==> config.mk <==
export PLATFORM = sky130hd
export DESIGN_NAME = pipe_stage_skid_reg
export DESIGN_NICKNAME = d
export VERILOG_FILES = /design/src/rtl/pipe_stage_skid_reg.sv
export SDC_FILE = /design/constraint.sdc
export NUM_CORES = 1
export LEC_CHECK = 0
export CAP_MARGIN = 20
export CORE_ASPECT_RATIO = 0.9
export CORE_MARGIN = 2
export CORE_UTILIZATION = 52
export CTS_BUF_LIST = sky130_fd_sc_hd__clkbuf_4 sky130_fd_sc_hd__clkbuf_8 sky130_fd_sc_hd__clkbuf_16
export DETAILED_ROUTE_END_ITERATION = 12
export PLACE_DENSITY_LB_ADDON = 0.1
export SLEW_MARGIN = 20
export SYNTH_ARGS = -nofsm -noshare
export SYNTH_HDL_FRONTEND = slang
export SYNTH_SLANG_ARGS = --single-unit
==> constraint.sdc <==
create_clock -name Clk -period 6.35 [get_ports Clk]
set_clock_uncertainty 0.2 [all_clocks]
set_input_delay 1.27 -clock Clk [delete_from_list [all_inputs] [get_ports Clk]]
set_output_delay 1.27 -clock Clk [all_outputs]
set_load 0.01 [all_outputs]
==> src/rtl/pipe_stage_skid_reg.sv <==
// Inter-stage pipeline register with valid/ready handshake and a 2-entry skid buffer.
// in_ready depends on registered state only, so back-pressure never forms a combinational chain.
module pipe_stage_skid_reg #(
    parameter int unsigned     WIDTH     = 32,
    parameter logic [WIDTH-1:0] CTRL_MASK = '0,
    parameter int unsigned     CNT_W     = 16
) (
    input  logic             Clk,
    input  logic             Rst,
    input  logic             flush,
    input  logic             in_valid,
    output logic             in_ready,
    input  logic [WIDTH-1:0] in_data,
    output logic             out_valid,
    input  logic             out_ready,
    output logic [WIDTH-1:0] out_data,
    output logic [CNT_W-1:0] stall_count
);

    logic             r_main_v;
    logic [WIDTH-1:0] r_main_d;
    logic             r_skid_v;
    logic [WIDTH-1:0] r_skid_d;
    logic [CNT_W-1:0] r_stall_cnt;

    logic w_in_accept;
    logic w_out_fire;
    logic w_main_free;
    logic w_stalled;

    always_comb begin
        in_ready    = ~r_skid_v;
        out_valid   = r_main_v;
        // Bubbles must never present asserted control bits downstream.
        out_data    = r_main_v ? r_main_d : (r_main_d & ~CTRL_MASK);
        stall_count = r_stall_cnt;
        w_in_accept = in_valid & ~r_skid_v & ~flush;
        w_out_fire  = r_main_v & out_ready;
        w_main_free = ~r_main_v | w_out_fire;
        w_stalled   = r_main_v & ~out_ready;
    end

    always_ff @(posedge Clk) begin
        if (Rst) begin
            r_main_v    <= 1'b0;
            r_main_d    <= '0;
            r_skid_v    <= 1'b0;
            r_skid_d    <= '0;
            r_stall_cnt <= '0;
        end else begin
            if (w_stalled && (r_stall_cnt != {CNT_W{1'b1}})) begin
                r_stall_cnt <= r_stall_cnt + 1'b1;
            end

            if (flush) begin
                // Data regs keep their contents; only the valid flags are squashed.
                r_main_v <= 1'b0;
                r_skid_v <= 1'b0;
            end else if (w_main_free) begin
                if (r_skid_v) begin
                    r_main_v <= 1'b1;
                    r_main_d <= r_skid_d;
                    if (w_in_accept) begin
                        r_skid_d <= in_data;
                    end else begin
                        r_skid_v <= 1'b0;
                    end
                end else if (w_in_accept) begin
                    r_main_v <= 1'b1;
                    r_main_d <= in_data;
                end else begin
                    r_main_v <= 1'b0;
                end
            end else if (w_in_accept) begin
                r_skid_v <= 1'b1;
                r_skid_d <= in_data;
            end
        end
    end

endmodule

# ---- Word-level counts from Yosys, hierarchy flattened
# Cells that the tools add are included.
dict set report classes {
  reduce_logical 6
  shifts 0
  div_mod_pow 0
  bitwise 9
  n_addsub 1
  mux 10
  multipliers 0
  eq_ne 2
  order_cmp 0
}
# op count
set ops {}
lappend ops {{32-bit 2-to-1 mux} 5}
lappend ops {{16-bit by 1-bit adder with 16-bit output (second input constant)} 1}
lappend ops {{16-bit inequality test (second input constant)} 1}
lappend ops {{1-bit 2-to-1 mux} 5}
lappend ops {{1-bit bitwise AND} 4}
lappend ops {{1-bit inverter} 4}
lappend ops {{2-bit nonzero test} 2}
lappend ops {{3-bit AND reduction} 1}
lappend ops {{2-bit inequality test (second input constant)} 1}
lappend ops {{2-bit AND reduction} 1}
lappend ops {{2-bit OR reduction} 1}
lappend ops {{1-bit logical AND} 1}
lappend ops {{1-bit bitwise OR} 1}
dict set report totals {
  mem_bits_ro 0
  word_cells 33
  latch_bits 0
  mem_bits_rw 0
  memories 0
  regBits 82
  output_inout_bits 50
  inputBits 37
}

# ---- Longest topological paths before layout
dict set report logic_depth {
  ltp_word 6
  ltp_mapped 7
  depth_no_buf 5
}

# ---- Worst setup path after synthesis
# Ideal clock, no wire load.
dict set report synth_timing {
  path_type {input to register}
  start {input port out_ready}
  end {register r_stall_cnt[10] (netlist: stall_count[10])}
  arrival_ns 2.502
  setup_time_ns 0.070
  setup_slack_ns 3.578
  path_buffers 0
  path_stages 4
  t_required_ns 6.080
  path_cell_list {nand3b_1 or3_4 or4_1 a21oi_1}
}
dict set report synth_via {
  elab_chain_cells 3
}
# element line_no
set synth_rtl {}
lappend synth_rtl {{start, declared} 15} ;# input logic out_ready,
lappend synth_rtl {{1-bit inverter} 40} ;# w_stalled = r_main_v & ~out_ready;
lappend synth_rtl {{1-bit bitwise AND} 40}
lappend synth_rtl {{1-bit logical AND} 51} ;# if (w_stalled && (r_stall_cnt != {CNT_W{1'b1}})) begin
lappend synth_rtl {{end signal, assigned} 52} ;# r_stall_cnt <= r_stall_cnt + 1'b1;
lappend synth_rtl {{end, declared} 24} ;# logic [CNT_W-1:0] r_stall_cnt;
# No other way between the ends.
# A chain may end at the register's enable or synchronous reset.

# ---- Worst setup path in the final report
dict set report layout_timing {
  start {register r_skid_v}
  end {output port in_ready}
}
dict set report layout_via {
  elab_chain_cells 1
}
# element line_no
set layout_rtl {}
lappend layout_rtl {{start, declared} 22} ;# logic r_skid_v;
lappend layout_rtl {{start signal, assigned} 47} ;# r_skid_v <= 1'b0;
lappend layout_rtl {{start signal, assigned} 58} ;# r_skid_v <= 1'b0;
lappend layout_rtl {{start signal, assigned} 66} ;# r_skid_v <= 1'b0;
lappend layout_rtl {{1-bit inverter} 32} ;# in_ready = ~r_skid_v;
lappend layout_rtl {{end, declared} 12} ;# output logic in_ready,
# No other way between the ends.

==> impl_metrics.csv <==
group,metric,value,unit
timing,max_slew_margin,28.4,%
layout,final_util,72.4,%
floorplan,dieArea,0.00717,mm^2
timing,rsz0062_at_grt,"false",
grt,grt_overflow,0,
grt,antenna_found_initial,0,
synth,syn_avg_cell_area,8.66,um^2
clock_tree,clkTransAtPathRegs,80,ps
clock_tree,postCtsHoldBufs,0,
floorplan,core-area,0.00622,mm^2
clock_tree,cts_max_path_buffers,2,
synth,synth_area,0.00339,mm^2
synth,async_flop_share,0,%
clock_tree,post_cts_resize_count,0,
run,drv_cap,0,
synth,syn-num-nets,429,
floorplan,pin_count,87,
synth,yosysSeqAreaShare,48.5,%
timing,finalSetupViolations,0,
power_and_ir_drop,irDropWorstVdd,0.173,mV
grt,grt_pass1_vias,2831,
clock_tree,cts_made_buffers,9,
timing,worstMarginPinSlew,1070,ps
power_and_ir_drop,power,1.04,mW
layout,ff_latch_area,0.00164,mm^2
timing,min_period,3480,ps
place,dp_hpwl,4860,um
layout,diodes,0,
routing,drc,0,
setup_path,crit_fanout,35,
layout,multiInputGateArea,0.00164,mm^2
synth,syn_inst,391,
setup_path,crit_arrival,2010,ps
timing,hold-worst-slack,257,ps
routing,drt_iter0_markers,96,
setup_path,path_cells,"inv_1, clkdlybuf4s50_1",
layout,nNetsFinal,504,
place,io_buffers,86,
worst_hold_path,hp-class,"register to register",
clock_tree,post_cts_buffers,0,
timing,tns,0,ps
floorplan,die_height,80.6,um
layout,areaGrowthSynthToFinish,33.0,%
routing,vias_per_cell,5.46,
grt,grt_usage,22.8,%
timing,hold_viol,0,
clock_tree,cts_tree,"yes",
grt,grt_pass1_wl,12800,um
setup_path,worst_setup_path_start_kind,"register",
setup_path,crit_type,"register to output port",
clock_tree,htreeDepth,3,
setup_path,cp_data_required_time,4880,ps
layout,drive_above_1_share,6.17,%
floorplan,die_x,89.1,um
clock_tree,clock-sinks,82,
grt,grt_max_degree,86,
routing,drt-total-wl,7750,um
power_and_ir_drop,p_leak,1.41,nW
clock_tree,root_buffer,"clkbuf_8",
routing,route.vias.total,3044,
layout,nFillCells,520,
place,globalplace.congestion,0.830,
timing,fin_ws,2870,ps
clock_tree,clk_latency,340,ps
synth,synth_cell_types,34,
synth,ys_seq_elements,82,
setup_path,cp_slowest_stage_delay,1040,ps
place,pre_cts_slack,2970,ps
floorplan,start_util,54.5,%
synth,synth_warnings,0,
synth,synth_ff_type,"dfxtp_1",
routing,first_pass_iters,4,
floorplan,rows,27,
outcome,status,"completed",
routing,ant_nets,0,
timing,fin_crit_sh,54.8,%
timing,drv_slew,0,
routing,wl_per_cell,13.9,um
timing,max_freq,288,MHz
setup_path,cp-end-kind,"output port",
setup_path,critPathSlowestCell,"dfxtp_2",
power_and_ir_drop,power_density,230,mW/mm^2
synth,synth_edf_count,0,
## power breakdown
| group | switching (mW) | internal [mW] | total, mW | leakage [nW] |
|---|---|---|---|---|
| Clock | 0.172 | 0.216 | 0.388 | 0.109 |
| Combinational | 0.0478 | 0.0601 | 0.108 | 0.636 |
| Sequential | 0.0100 | 0.530 | 0.540 | 0.668 |
| Total | 0.230 | 0.806 | 1.04 | 1.41 |
## sequential cells by signal, indices dropped and copies added, names as in the netlist
signal       count
out_data        32
r_skid_d        32
stall_count     16
out_valid        1
r_skid_v         1
## per-stage QoR
step | instances | cell area (um^2)
floorplan | 391 | 3390
global placement | 542 | 4290
global route | 557 | 4500
finish | 557 | 4500
CTS | 557 | 4500
detailed placement | 542 | 4290
## path summary, 6_finish.rpt
| kind | startpoint | to | slack [ps] | depth (start not counted) |
|---|---|---|---|---|
| worst max-delay path | r_skid_v$_SDFFE_PP0P_ | in_ready | 2870 | 2 |
| worst min-delay path | r_skid_d[27]$_SDFFE_PP0P_ | r_skid_d[27]$_SDFFE_PP0P_ | 260 | 2 |
| worst max register to register | r_skid_v$_SDFFE_PP0P_ | out_data[19]$_SDFFE_PP0P_ | 3710 | 5 |
| worst min register to register | r_skid_d[27]$_SDFFE_PP0P_ | r_skid_d[27]$_SDFFE_PP0P_ | 260 | 2 |
## cell usage in the layout, fill, tap and decap left out, types with 7 or more instances in the layout
cell             instances
a211oi_1                34
nor2_1                  37
a21oi_1                 43
clkbuf_8                12
dfxtp_1                 81
nand2_1                 70
clkdlybuf4s50_1         85
mux2i_1                 34
o21ai_0                  7
## layout make-up
type	instances	share of cell area (%)
Sequential cell	82	36.5
Clock buffer	13	3.84
Inverter	5	0.417
Tap cell	87	2.42
Clock inverter	2	0.778
Multi-Input combinational cell	278	36.4
Timing Repair Buffer	90	19.7
## critical path: cells and delay by family, from the launching register on
family | cells | cell delay, ps
flip-flops | 1 | 1040
buffers and inverters | 2 | 620
## synthesized netlist by cell type, types with 6 or more instances
cell type | n | share of area (%)
dfxtp_1 | 82 | 48
nand2_1 | 70 | 7.8
a21oi_1 | 43 | 6.4
nor2_1 | 37 | 4.1
a211oi_1 | 34 | 7.5
mux2i_1 | 34 | 10
clkbuf_1 | 22 | 2.4
o21ai_0 | 7 | 1.0
nor4_1 | 6 | 1.1
## kinds of logic after synthesis
family | Yosys count | synth area share (%)
mux | 34 | 10.1
simple gates | 151 | 20.8
fa+ha+maj | 1 | 0.369
compound gates | 92 | 16.8
flops | 82 | 48.5
buf+inv | 31 | 3.51
## per-layer routing
| layer | vias up | part of all wire, % | GRT usage [%] |
|---|---|---|---|
| met5 | - | 0 | 0 |
| met4 | 0 | 0.62 | 6.27 |
| met3 | 5 | 5.7 | 5.86 |
| met2 | 85 | 50 | 40.3 |
| met1 | 1414 | 43 | 27.1 |
| li1 | 1540 | - | - |
(Power assumes the default switching activity.)
